File: src/rtl/mem_arbiter_if.sv
// mem_arbiter_if: request, response and RAM-port signals of the shared
// RAM arbiter, bundled so the arbiter and its environment see one port.
// master: the arbiter's view (takes cache requests and RAM status, drives
//         the RAM port and the per-cache wait/load returns).
// slave:  the environment's view (caches and RAM model).
interface mem_arbiter_if #(
    parameter int AW = 32,
    parameter int DW = 32
);
    logic          iREN;
    logic [AW-1:0] iaddr;
    logic          dREN;
    logic          dWEN;
    logic [AW-1:0] daddr;
    logic [DW-1:0] dstore;
    logic [DW-1:0] ramload;
    logic [1:0]    ramstate;
    logic          iwait;
    logic          dwait;
    logic [DW-1:0] iload;
    logic [DW-1:0] dload;
    logic          ramREN;
    logic          ramWEN;
    logic [AW-1:0] ramaddr;
    logic [DW-1:0] ramstore;

    modport master (
        input  iREN, iaddr, dREN, dWEN, daddr, dstore, ramload, ramstate,
        output iwait, dwait, iload, dload, ramREN, ramWEN, ramaddr, ramstore
    );

    modport slave (
        output iREN, iaddr, dREN, dWEN, daddr, dstore, ramload, ramstate,
        input  iwait, dwait, iload, dload, ramREN, ramWEN, ramaddr, ramstore
    );
endinterface

File: src/rtl/mem_arbiter.sv
// mem_arbiter: shares one RAM port between the icache and the dcache.
// The data side has fixed priority; a starvation counter forces a grant
// to the instruction side after STARVE_MAX waiting cycles. A grant is held
// across consecutive words so block fills and writebacks stay contiguous,
// and an in-flight word is never aborted.
// Optional build macro MEM_ARB_STATS_EN adds word-completion counters
// (icount, dcount) and a saturating starvation-preemption counter (preempt).
module mem_arbiter #(
    parameter int STARVE_MAX = 8,
    parameter int AW         = 32,
    parameter int DW         = 32
) (
    input  logic         CLK,
    input  logic         nRST,
    mem_arbiter_if.master bus
`ifdef MEM_ARB_STATS_EN
    ,
    output logic [31:0]  icount,
    output logic [31:0]  dcount,
    output logic [15:0]  preempt
`endif
);

    localparam int SCW = $clog2(STARVE_MAX + 1);
    localparam logic [1:0] RAM_ACCESS = 2'd2;

    typedef enum logic [1:0] {
        IDLE   = 2'd0,
        IGRANT = 2'd1,
        DGRANT = 2'd2
    } state_t;

    state_t         state;
    state_t         next_state;
    logic [SCW-1:0] scnt;
    logic           dreq;
    logic           starve;
    logic           access;
    logic           ren_c;
    logic           wen_c;
    logic [AW-1:0]  addr_c;
    logic [DW-1:0]  store_c;
    logic           iwait_c;
    logic           dwait_c;

    // Priority order: starving icache, then dcache, then icache.
    function automatic state_t arb(input logic s, input logic d, input logic i);
        if (s)      return IGRANT;
        else if (d) return DGRANT;
        else if (i) return IGRANT;
        else        return IDLE;
    endfunction

    assign dreq   = bus.dREN | bus.dWEN;
    assign starve = (scnt == SCW'(STARVE_MAX)) & bus.iREN;
    assign access = (bus.ramstate == RAM_ACCESS);

    // Read data is shared; the wait signals tell each cache when it is valid.
    assign bus.iload    = bus.ramload;
    assign bus.dload    = bus.ramload;
    assign bus.ramREN   = ren_c;
    assign bus.ramWEN   = wen_c;
    assign bus.ramaddr  = addr_c;
    assign bus.ramstore = store_c;
    assign bus.iwait    = iwait_c;
    assign bus.dwait    = dwait_c;

    // Grant state register.
    always_ff @(posedge CLK or negedge nRST) begin
        if (!nRST) state <= IDLE;
        else       state <= next_state;
    end

    // Starvation counter: cycles the icache has waited without a grant.
    always_ff @(posedge CLK or negedge nRST) begin
        if (!nRST)                             scnt <= '0;
        else if (!bus.iREN || state == IGRANT) scnt <= '0;
        else if (scnt != SCW'(STARVE_MAX))     scnt <= scnt + SCW'(1);
    end

    // RAM port mux, wait generation and re-arbitration at word boundaries.
    always_comb begin
        next_state = state;
        ren_c      = 1'b0;
        wen_c      = 1'b0;
        addr_c     = '0;
        store_c    = '0;
        iwait_c    = 1'b1;
        dwait_c    = 1'b1;
        unique case (state)
            IDLE: begin
                next_state = arb(starve, dreq, bus.iREN);
            end
            DGRANT: begin
                addr_c  = bus.daddr;
                store_c = bus.dstore;
                // A write wins if the dcache raises both enables.
                if (bus.dWEN) wen_c = 1'b1;
                else          ren_c = bus.dREN;
                dwait_c = ~access;
                if (!dreq)       next_state = arb(starve, 1'b0, bus.iREN);
                else if (access) next_state = arb(starve, 1'b1, bus.iREN);
            end
            IGRANT: begin
                addr_c  = bus.iaddr;
                ren_c   = bus.iREN;
                iwait_c = ~access;
                // starve needs iREN, so it cannot be set when iREN has dropped.
                if (!bus.iREN)   next_state = arb(1'b0, dreq, 1'b0);
                else if (access) next_state = arb(starve, dreq, 1'b1);
            end
            default: begin
                next_state = IDLE;
            end
        endcase
    end

`ifdef MEM_ARB_STATS_EN
    logic i_done;
    logic d_done;
    logic forced;

    assign i_done = (state == IGRANT) & access;
    assign d_done = (state == DGRANT) & access;
    // Forced entry: the icache wins only because it is starving while the
    // data side is still requesting.
    assign forced = (state != IGRANT) & (next_state == IGRANT) & starve & dreq;

    // Completion and preemption statistics.
    always_ff @(posedge CLK or negedge nRST) begin
        if (!nRST) begin
            icount  <= '0;
            dcount  <= '0;
            preempt <= '0;
        end else begin
            if (i_done) icount <= icount + 32'd1;
            if (d_done) dcount <= dcount + 32'd1;
            if (forced && preempt != 16'hFFFF) preempt <= preempt + 16'd1;
        end
    end
`endif

endmodule

File: src/flat_wrapper.sv
// flat-port wrapper written by rule: the top's interface ports become plain ports
module mem_arbiter_flat 
#(
    parameter int STARVE_MAX = 8,
    parameter int AW         = 32,
    parameter int DW         = 32
)
  (CLK, nRST, bus_iREN, bus_iaddr, bus_dREN, bus_dWEN, bus_daddr, bus_dstore, bus_ramload, bus_ramstate, bus_iwait, bus_dwait, bus_iload, bus_dload, bus_ramREN, bus_ramWEN, bus_ramaddr, bus_ramstore);
  mem_arbiter_if #(.AW(AW), .DW(DW)) bus_i ();
  input  logic CLK;
  input  logic nRST;
  input wire logic [$bits(bus_i.iREN)-1:0] bus_iREN;
  input wire logic [$bits(bus_i.iaddr)-1:0] bus_iaddr;
  input wire logic [$bits(bus_i.dREN)-1:0] bus_dREN;
  input wire logic [$bits(bus_i.dWEN)-1:0] bus_dWEN;
  input wire logic [$bits(bus_i.daddr)-1:0] bus_daddr;
  input wire logic [$bits(bus_i.dstore)-1:0] bus_dstore;
  input wire logic [$bits(bus_i.ramload)-1:0] bus_ramload;
  input wire logic [$bits(bus_i.ramstate)-1:0] bus_ramstate;
  output wire logic [$bits(bus_i.iwait)-1:0] bus_iwait;
  output wire logic [$bits(bus_i.dwait)-1:0] bus_dwait;
  output wire logic [$bits(bus_i.iload)-1:0] bus_iload;
  output wire logic [$bits(bus_i.dload)-1:0] bus_dload;
  output wire logic [$bits(bus_i.ramREN)-1:0] bus_ramREN;
  output wire logic [$bits(bus_i.ramWEN)-1:0] bus_ramWEN;
  output wire logic [$bits(bus_i.ramaddr)-1:0] bus_ramaddr;
  output wire logic [$bits(bus_i.ramstore)-1:0] bus_ramstore;
  assign bus_i.iREN = bus_iREN;
  assign bus_i.iaddr = bus_iaddr;
  assign bus_i.dREN = bus_dREN;
  assign bus_i.dWEN = bus_dWEN;
  assign bus_i.daddr = bus_daddr;
  assign bus_i.dstore = bus_dstore;
  assign bus_i.ramload = bus_ramload;
  assign bus_i.ramstate = bus_ramstate;
  assign bus_iwait = bus_i.iwait;
  assign bus_dwait = bus_i.dwait;
  assign bus_iload = bus_i.iload;
  assign bus_dload = bus_i.dload;
  assign bus_ramREN = bus_i.ramREN;
  assign bus_ramWEN = bus_i.ramWEN;
  assign bus_ramaddr = bus_i.ramaddr;
  assign bus_ramstore = bus_i.ramstore;
  mem_arbiter #(.STARVE_MAX(STARVE_MAX), .AW(AW), .DW(DW)) u_core (.CLK(CLK), .nRST(nRST), .bus(bus_i));
endmodule
File: config.mk
export PLATFORM = sky130hd
export DESIGN_NAME = mem_arbiter_flat
export DESIGN_NICKNAME = d
export VERILOG_FILES = /design/src/rtl/mem_arbiter_if.sv /design/src/rtl/mem_arbiter.sv /design/src/flat_wrapper.sv
export SDC_FILE = /design/constraint.sdc
export NUM_CORES = 1
export LEC_CHECK = 0
export ABC_AREA = 1
export ABC_CLOCK_PERIOD_IN_PS = 4000
export BUFFER_PORTS_ARGS = -buffer_cell sky130_fd_sc_hd__buf_2
export CORE_AREA = 3 3 103 105
export DETAILED_ROUTE_END_ITERATION = 12
export DIE_AREA = 0 0 106 108
export PLACE_DENSITY_LB_ADDON = 0.1
export SYNTH_ARGS = -nofsm -noshare
export SYNTH_HDL_FRONTEND = slang
export SYNTH_SLANG_ARGS = --single-unit
File: constraint.sdc
create_clock -name CLK -period 4 [get_ports CLK]
set_clock_uncertainty 0.1 [all_clocks]
set_input_delay 0.2 -clock CLK [delete_from_list [all_inputs] [get_ports CLK]]
set_output_delay 0.2 -clock CLK [all_outputs]
set_load 0.05 [all_outputs]
==> key figures, run 1 <==
Timing
  – Worst slew margin: 29.2%
  – Crit share post-route: 63.5%
  – RSZ-0062 raised after global routing: false
  – Sum of negative setup slack: 0 ns
  – Final worst slack: 1.46 ns
  – Final setup fails: 0
  – Fmax: 394 MHz
  – Final-report hold violation count: 0
  – Worst slew pin tran: 1.06 ns
  – Slew Limit Fails: 0
  – Post-layout min period: 2.54 ns

Critical path
  – CP Launch Type: flop
  – Buffers & Inverters on Critical Path: 4
  – CP Cell Sequence: inv_1 > ha_2 > buf_4 > nand2_1 > inv_1 > buf_2
  – Setup CP Type: reg -> out
  – WP data arrival: 2.24 ns
  – Family with the most delay on the worst path: buffers and inverters
  – Critical path capture point type: output pin
  – Max incr delay on CP: 0.71 ns
  – Crit path required time: 3.70 ns
  – Cell mode on critical path: inv_1
  – Max FO, Critical Path: 43
  – CP max-delay cell: ha_2

Floorplan
  – Cell Rows: 36
  – Initial Utilization: 17.5%
  – Die Area: 11,400 um2
  – Core area: 9730 um2
  – Die Wd: 106 um
  – I/O pins: 267
  – Die height: 108 um

Synth
  – Post-synthesis sequential area ratio: 8.80%
  – Top cells by area, synth: buf_4 (32%), nand2_1 (25%), inv_1 (9.9%), a21oi_1 (9.7%), dfrtp_1 (8.8%)
  – Synthesized area per cell: 5.61 um2
  – Yosys top cell area share: 32.1%
  – Yosys Warn Count: 0
  – Cells after synthesis: 304
  – Count of cell types in the netlist: 20
  – Cell Area, Synth: 1710 um2
  – Synthesized Nets: 445
  – Synth area leader: buf_4
  – Register bit count reported by yosys: 6

Clock tree
  – Skew-Pair Late Insertion Delay: 0.22 ns
  – CTS root buffer: clkbuf_8
  – Post-CTS Setup Inserts: 0
  – Clk buf depth: 2
  – Clock Sinks: 6
  – Clk pin slew, worst setup/hold paths: 0.03 ns
  – CTS Hold Bufs: 1
  – Cts bufs inserted: 3
  – Cts repair resizes: 0
  – CTS tree: yes
  – CTS HTree Levels: 1

Finish
  – N_diodes: 0
  – Area grow syn2layout: 28.8%
  – Fin cells: 534
  – Commonest non-fill, non-tap cell in the layout: buf_2
  – Share of layout cells above drive strength 1: 45.1%
  – Final Util: 22.6%
  – Layout net count: 544
  – Most frequent cells in the layout: buf_2 (170), nand2_1 (112), inv_1 (45), a21oi_1 (33), nand3_1 (7)

Route
  – DR WL/cell: 11.2 um
  – ANT nets after route: 0
  – Routed wire length: 5.97 mm
  – Final routed DRC violation total: 0
  – Vias: 1,997
  – Detailed Routing Iterations Pass 1: 4
  – Post-DR vias/cell: 3.74
  – DR iter-0 viols: 63

Global routing
  – GRT overflow: 0
  – GR peak layer: met2
  – Met3 Use GR: 3.10%
  – Met1 Use GR: 9.88%
  – Initial antenna violation count: 0
  – Gr usage total: 9.27%
  – Largest net degree at the start of global routing: 44
  – GRT met2 Usage: 16.4%
  – First-pass GRT wire length: 8.55 mm
  – Vias in the first global route: 1,783

Pwr
  – Maximum vdd drop: 0.256 mV
  – Pleak: 0.00148 uW
  – Pwr Density: 825 nW/um2

Placement
  – HPWL after detailed placement: 4.95 mm
  – GP Congestion: 0.657
  – Number of port buffers: 170
  – Worst slack, placed: 1.59 ns
  – Placed Cells: 530

Job
  – Max cap viols: 0

Hold path
  – HP Class: in -> reg

Outcome
  – Status: complete, no violations
where the power goes:
part | total, uW | internal [uW] | switching [uW] | leakage [uW]
logic | 1630 | 340 | 1290 | 0.00138
clock network | 87.7 | 64.4 | 23.3 | 0.0000216
registers | 90.5 | 76.6 | 13.9 | 0.0000790
worst register-to-register path, cell delays in order, from the launching register on:
cell     delay [ns]
dfrtp_1        0.40
inv_1          0.09
ha_2           0.71
buf_4          0.41
nor2_1         0.08
nand2_1        0.11
nand2_1        0.05
nand2_1        0.05
nand2_1        0.06
o21ai_2        0.10
synth_stat cells:
| library cell | instances |
|---|---|
| buf_1 | 1 |
| nand2_1 | 112 |
| inv_2 | 2 |
| nand3_1 | 7 |
| buf_4 | 73 |
| nand4_1 | 2 |
| buf_6 | 3 |
| nor3_1 | 1 |
| nor2_4 | 1 |
| buf_2 | 2 |
| ha_1 | 6 |
| nand2_2 | 1 |
| xnor2_1 | 1 |
| dfrtp_1 | 6 |
| a21oi_1 | 33 |
| o21ai_2 | 1 |
| nor2_1 | 3 |
| o21ai_1 | 3 |
| inv_1 | 45 |
| xor2_1 | 1 |
flip-flops by register name, indices dropped and copies added, names as in the netlist:
| name | count |
|---|---|
| u_core.scnt | 4 |
| u_core.state | 2 |
worst paths after layout:
check	start	depth (start not counted)	slack [ns]	endpoint
worst max-delay path	u_core.state[0]$_DFFE_PN0P_	6	1.46	bus_ramstore[8]
min in group asynchronous	nRST	2	0.24	u_core.scnt[2]$_DFFE_PN0P_
worst max register to register	u_core.state[0]$_DFFE_PN0P_	9	1.75	u_core.state[0]$_DFFE_PN0P_
worst min register to register	u_core.state[0]$_DFFE_PN0P_	2	0.45	u_core.state[0]$_DFFE_PN0P_
max in group asynchronous	nRST	2	3.42	u_core.scnt[1]$_DFFE_PN0P_
worst min-delay path	bus_iREN	3	0.19	u_core.scnt[3]$_DFFE_PN0P_
layout make-up:
class,count,area [um2]
Timing Repair Buffer,173,876
Tap cell,133,166
Clock buffer,3,41.3
Sequential cell,6,150
Inverter,47,176
Multi-Input combinational cell,172,786
Fill cell,1176,7530
per-layer routing:
metal / vias up / wire [um] / share of wire, %
met5: - / 0 / 0
met4: 0 / 155 / 2.6
met3: 28 / 682 / 11
met2: 115 / 2930 / 49
met1: 821 / 2210 / 37
li1: 1033 / - / -
cell families (layout without fill, tap and decap cells):
group | Yosys count | in the layout | share of synthesized area (%)
buffers and inverters | 126 | 223 | 45.3
AND/OR/NAND/NOR | 127 | 127 | 29.4
adder cells (fa/ha/maj) | 6 | 6 | 4.40
AO/OA/AOI/OAI | 37 | 37 | 11.1
XOR/XNOR | 2 | 2 | 1.03
flip-flops | 6 | 6 | 8.80
stage by stage:
stage	hold slack (ns)	power, uW	cell area (um2)
detailed placement	-0.0646	1760	2140
global placement	-0.0677	1760	2140
global route	0.217	1960	2200
floorplan	-0.196	1610	1710
CTS	0.201	1850	2200
finish	0.194	1810	2200
Power figures use the tool's default switching activity.
==> run 2, diff against run 1 <==
ABC_CLOCK_PERIOD_IN_PS = 2400   (was 4000)
clock period = 2.4 ns   (was 4 ns; I/O delays follow)
==> key figures, run 2 (synthesis gave the netlist of run 1 again) <==
Floorplan
  – Die height: 108 um (unchanged)
  – Die Area: 11,400 um2 (unchanged)
  – Die Wd: 106 um (unchanged)
  – Initial Utilization: 17.5% (unchanged)
  – I/O pins: 267 (unchanged)
  – Core area: 9730 um2 (unchanged)
  – Cell Rows: 36 (unchanged)

Route
  – Vias: 2,040 (+2.2%)
  – ANT nets after route: 0 (unchanged)
  – Detailed Routing Iterations Pass 1: 4 (unchanged)
  – DR iter-0 viols: 70 (+11%)
  – Post-DR vias/cell: 3.80 (+1.6%)
  – Routed wire length: 5.92 mm (-0.84%)
  – Final routed DRC violation total: 0 (unchanged)
  – DR WL/cell: 11.0 um (-1.4%)

Finish
  – Area grow syn2layout: 30.1%
  – Share of layout cells above drive strength 1: 45.5% (+0.41 points)
  – Design area: 2220 um2 (+1.0%)
  – Largest regs: u_core.scnt x4, u_core.state x2
  – N_diodes: 0 (unchanged)
  – Layout net count: 547 (+0.55%)
  – Max FFs per register: 4 (unchanged)
  – Filler Cell Count: 1,157 (-1.6%)
  – Register bank with the most flops: u_core.scnt
  – Most frequent cells in the layout: buf_2 (170), nand2_1 (112), inv_1 (45), a21oi_1 (33), nand3_1 (7)
  – Commonest non-fill, non-tap cell in the layout: buf_2

Global routing
  – GR peak layer: met2
  – GRT met2 Usage: 16.5% (+0.046 points)
  – Met3 Use GR: 2.99% (-0.12 points)
  – First-pass GRT wire length: 8.71 mm (+1.9%)
  – Gr usage total: 9.33% (+0.063 points)
  – GRT overflow: 0 (unchanged)
  – Largest net degree at the start of global routing: 39 (-11%)
  – Met1 Use GR: 10.1% (+0.22 points)
  – Vias in the first global route: 1,826 (+2.4%)
  – Initial antenna violation count: 0 (unchanged)

Timing
  – WHS: 0.105 ns (-0.0894 ns)
  – Final setup fails: 0 (unchanged)
  – Final worst slack: 0.343 ns (-1.12 ns)
  – Sum of negative setup slack: 0 ns (unchanged)
  – Final-report hold violation count: 0 (unchanged)
  – Post-layout min period: 2.06 ns
  – Crit share post-route: 85.7%
  – Slew Limit Fails: 0 (unchanged)
  – RSZ-0062 raised after global routing: false
  – Fmax: 486 MHz
  – Worst slew pin tran: 0.381 ns (-0.680 ns)
  – Worst slew margin: 74.6% (+45 points)

Critical path
  – Register-to-Register Path Depth: 9 (unchanged)
  – Crit path required time: 2.18 ns (-1.52 ns)
  – Worst setup path endpoint: bus_ramaddr[31]
  – CP Launch Type: flop
  – Critical path capture point type: output pin
  – RR Startpoint: u_core.state[0]$_DFFE_PN0P_
  – Max FO, Critical Path: 38 (-12%)
  – Max incr delay on CP: 0.40 ns (-0.31 ns)
  – Launch point of the worst path: u_core.state[0]$_DFFE_PN0P_
  – Setup CP Type: reg -> out
  – WP data arrival: 1.84 ns (-0.40 ns)
  – CP max-delay cell: dfrtp_1
  – FF-to-FF setup slack: 0.68 ns (-1.07 ns)
  – Reg-to-reg endpoint: u_core.state[1]$_DFFE_PN0P_
  – CP Cell Sequence: inv_1 > ha_2 > buf_4 > nand2_1 > a21oi_1 > buf_2

Placement
  – GP Congestion: 0.704 (+7.2%)
  – Number of port buffers: 170 (unchanged)
  – HPWL after detailed placement: 4.93 mm (-0.54%)
  – Area after DPL: 2170 um2 (+1.1%)
  – Worst slack, placed: 0.566 ns (-1.03 ns)

Clock tree
  – Skew-Pair Late Insertion Delay: 0.23 ns (about the same)
  – Post-CTS Setup Inserts: 0 (unchanged)
  – Clk pin slew, worst setup/hold paths: 0.04 ns (about the same)
  – Clock Sinks: 6 (unchanged)
  – CTS HTree Levels: 1 (unchanged)
  – CTS root buffer: clkbuf_8
  – Clk buf depth: 2 (unchanged)
  – Cts bufs inserted: 3 (unchanged)
  – CTS tree: yes

Pwr
  – Part of the power in registers: 4.9% (about the same)
  – Pleak: 0.00150 uW (+1.0%)
  – Clock share of power: 5.1% (+0.3 points)
  – Combinational share of power: 90.0% (-0.2 points)
  – Maximum vdd drop: 0.445 mV (+74%)
  – Sw Ratio: 73.2% (-0.31 points)
  – Switching power: 2240 uW (+68%)
  – P_int: 820 uW (+71%)
  – Pwr Density: 1380 nW/um2 (+67%)

Job
  – Max cap viols: 0 (unchanged)

Outcome
  – Status: complete, no violations

Hold path
  – HP Class: in -> reg
## run 2: final cells by class
class / count / area (um2) / share of cell area, %
Sequential cell: 6 / 150 / 6.77
Multi-Input combinational cell: 172 / 786 / 35.4
Clock buffer: 3 / 41.3 / 1.86
Timing Repair Buffer: 176 / 898 / 40.5
Tap cell: 133 / 166 / 7.50
Inverter: 47 / 176 / 7.95
## run 2: how the worst min path moves through the flow
stage | startpoint | end | slack (ns) | cells after the start
finish | bus_iREN | u_core.scnt[3]$_DFFE_PN0P_ | 0.10 | 3
global route | bus_iREN | u_core.scnt[3]$_DFFE_PN0P_ | 0.13 | 3
CTS | bus_iREN | u_core.scnt[3]$_DFFE_PN0P_ | 0.12 | 3
detailed placement | nRST | u_core.scnt[0]$_DFFE_PN0P_ | -0.14 | 1
global placement | nRST | u_core.scnt[1]$_DFFE_PN0P_ | -0.14 | 1
floorplan | nRST | u_core.scnt[0]$_DFFE_PN0P_ | -0.28 | 0
## run 2: stage by stage
stage	power [uW]	util, %	instances
finish	3060	22.8	537
global route	3300	22.8	537
CTS	3100	22.8	537
detailed placement	2940	22.3	533
global placement	2960	22.3	533
floorplan	2680	-	304
## run 2: power by group through the flow
stage	Clock, uW	Combinational (uW)	Sequential [uW]
after floorplan	0	2540	148
after global placement	0	2810	154
after detailed placement	0	2780	153
after global routing	164	2980	156
final	155	2750	151
after CTS	159	2790	152
## run 2: layer usage
metal	share of wire (%)	vias up
met5	0	-
met4	3.1	0
met3	12	29
met2	49	124
met1	36	848
li1	-	1039
## run 2: repair_timing
| item | 4_1_cts | 5_1_grt |
|---|---|---|
| hold endpoints to repair | 6 | 0 |
| endpoints found under the setup margin | 0 | 0 |
| hold buffers | 1 | 0 |
| resized for setup | 0 | 0 |
## run 2: worst max-delay path, delay by kind of cell, from the launching register on
kind	cells	cell delay, ns
compound gates	1	0.19
fa+ha+maj	1	0.18
buf+inv	3	0.73
flops	1	0.40
simple gates	1	0.10
==> run 3, diff against run 2 <==
CORE_AREA = 2 2 105 107   (was 3 3 103 105)
CTS_BUF_LIST = sky130_fd_sc_hd__clkbuf_8   (was unset)
DIE_AREA = 0 0 107 109   (was 0 0 106 108)
==> key figures, run 3 (synthesis gave the netlist of run 1 again) <==
Route
  – DR WL/cell: 10.6 um (-4.0%)
  – Vias: 2,013 (-1.3%)
  – DR iter-0 viols: 67 (-4.3%)
  – ANT nets after route: 0 (unchanged)
  – Routed wire length: 5.76 mm (-2.8%)
  – Detailed Routing Iterations Pass 1: 4 (unchanged)
  – Final routed DRC violation total: 0 (unchanged)
  – Post-DR vias/cell: 3.70 (-2.6%)

Timing
  – Final setup fails: 0 (unchanged)
  – RSZ-0062 raised after global routing: false
  – Final-report hold violation count: 0 (unchanged)
  – Fmax: 488 MHz (+0.30%)
  – Worst slew pin tran: 0.444 ns (+0.0637 ns)
  – Crit share post-route: 85.5% (-0.25 points)
  – Post-layout min period: 2.05 ns (-0.00608 ns)
  – Slew Limit Fails: 0 (unchanged)
  – Sum of negative setup slack: 0 ns (unchanged)
  – Worst slew margin: 70.3% (-4.3 points)

Clock tree
  – CTS root buffer: clkbuf_8
  – Clk pin slew, worst setup/hold paths: 0.04 ns (about the same)
  – Clk buf depth: 2 (unchanged)
  – Skew-Pair Late Insertion Delay: 0.22 ns (about the same)
  – Cts repair resizes: 0 (unchanged)
  – CTS HTree Levels: 1 (unchanged)
  – Cts bufs inserted: 3 (unchanged)
  – Clock Sinks: 6 (unchanged)
  – CTS tree: yes

Pwr
  – Pwr Total: 3140 uW (+2.8%)
  – Maximum vdd drop: 0.602 mV (+35%)
  – Sw Ratio: 71.9% (-1.2 points)
  – Switching power: 2260 uW (+1.0%)
  – P_int: 882 uW (+7.5%)
  – Part of the power in registers: 4.9% (about the same)
  – Pwr Density: 1390 nW/um2 (+1.2%)
  – Pleak: 0.00151 uW (+0.60%)
  – Combinational share of power: 90.3% (+0.3 points)
  – Clock share of power: 4.8% (-0.3 points)

Critical path
  – RR Startpoint: u_core.state[1]$_DFFE_PN0P_
  – Reg-to-reg endpoint: u_core.state[1]$_DFFE_PN0P_
  – Critical path capture point type: output pin
  – Register-to-Register Path Depth: 9 (unchanged)
  – CP Launch Type: flop
  – Max FO, Critical Path: 22 (-42%)
  – Crit path required time: 2.18 ns (about the same)
  – Setup CP Type: reg -> out
  – WP data arrival: 1.83 ns (about the same)
  – FF-to-FF setup slack: 0.80 ns (+0.12 ns)

Floorplan
  – Initial Utilization: 16.1% (-1.4 points)
  – Die Area: 11,700 um2 (+1.9%)
  – Die Wd: 107 um (+0.94%)
  – I/O pins: 267 (unchanged)
  – Cell Rows: 38 (+5.6%)
  – Die height: 109 um (+0.93%)
  – Core area: 10,600 um2 (+9.0%)

Finish
  – Largest regs: u_core.scnt x4, u_core.state x2
  – Max FFs per register: 4 (unchanged)
  – Share of layout cells above drive strength 1: 45.5% (unchanged)
  – Register bank with the most flops: u_core.scnt
  – Commonest non-fill, non-tap cell in the layout: buf_2
  – Most frequent cells in the layout: buf_2 (170), nand2_1 (112), inv_1 (45), a21oi_1 (33), nand3_1 (7)
  – Layout net count: 547 (unchanged)
  – Final Util: 21.2% (-1.6 points)
  – Area grow syn2layout: 32.1%
  – N_diodes: 0 (unchanged)
  – Filler Cell Count: 1,236 (+6.8%)

Global routing
  – Largest net degree at the start of global routing: 44 (+13%)
  – GRT overflow: 0 (unchanged)
  – Gr usage total: 8.73% (-0.60 points)
  – Vias in the first global route: 1,830 (+0.22%)
  – First-pass GRT wire length: 8.22 mm (-5.6%)
  – Initial antenna violation count: 0 (unchanged)

Outcome
  – Status: complete, no violations

Hold path
  – HP Start: bus_iREN
  – Hold endpoint: u_core.scnt[3]$_DFFE_PN0P_
  – WHS Path Cells: 3 (unchanged)
  – HP Class: in -> reg

Job
  – Max cap viols: 0 (unchanged)

Placement
  – GP Congestion: 0.733 (+4.0%)
  – HPWL after detailed placement: 4.82 mm (-2.1%)
  – Number of port buffers: 170 (unchanged)
run 3: worst max-delay path by stage:
stage	start	end	slack, ns	cells past startpoint
after floorplan	u_core.state[0]$_DFFE_PN0P_	bus_ramaddr[12]	0.45	5
after global placement	u_core.state[0]$_DFFE_PN0P_	bus_ramREN	0.58	6
after detailed placement	u_core.state[0]$_DFFE_PN0P_	bus_ramaddr[16]	0.53	6
after CTS	u_core.state[0]$_DFFE_PN0P_	bus_ramaddr[16]	0.28	6
after global routing	u_core.state[0]$_DFFE_PN0P_	bus_ramaddr[18]	0.20	6
final	u_core.state[0]$_DFFE_PN0P_	bus_ramaddr[16]	0.35	6
run 3: per-layer routing:
layer  up-vias  share of wire [%]  global-route usage [%]  routed length [um]
met5         -                  0                       0                   0
met2       126                 54                    16.8                3090
met4         0               0.80                    2.32                  46
li1       1038                  -                       -                   -
met1       839                 36                    9.15                2070
met3        10                9.6                    2.69                 552
run 3: layout make-up:
cell class / instances / area (um2) / share of cell area (%)
Clock buffer: 3 / 41.3 / 1.83
Sequential cell: 6 / 150 / 6.67
Inverter: 47 / 176 / 7.83
Timing Repair Buffer: 176 / 923 / 41.0
Multi-Input combinational cell: 172 / 786 / 34.9
Tap cell: 140 / 175 / 7.78
run 3: repair_timing:
action	in CTS	in global routing
endpoints found under the setup margin	0	0
hold buffers	1	0
endpoints found under the hold margin	6	0
setup buffers	0	0
run 3: stage by stage:
stage | cell area [um2] | instances | hold WS [ns] | setup WS [ns]
2_1_floorplan | 1710 | 304 | -0.276 | 0.447
3_3_place_gp | 2200 | 540 | -0.135 | 0.582
3_5_place_dp | 2200 | 540 | -0.140 | 0.528
4_1_cts | 2250 | 544 | 0.0898 | 0.280
5_1_grt | 2250 | 544 | 0.103 | 0.200
6_report | 2250 | 544 | 0.0936 | 0.349
run 3: power groups by stage:
stage               logic (uW)  registers, uW  clock network [uW]
floorplan                 2540            148                   0
global placement          2900            153                   0
detailed placement        2880            153                   0
CTS                       2890            152                 159
global route              3060            156                 165
finish                    2840            152                 151
run 3: critical path, stage by stage, from the launching register on:
cell and delay [ns]:
dfrtp_1 0.39, inv_1 0.08, ha_1 0.29, inv_1 0.34, buf_12 0.22, a21oi_1 0.06
buf_2 0.21
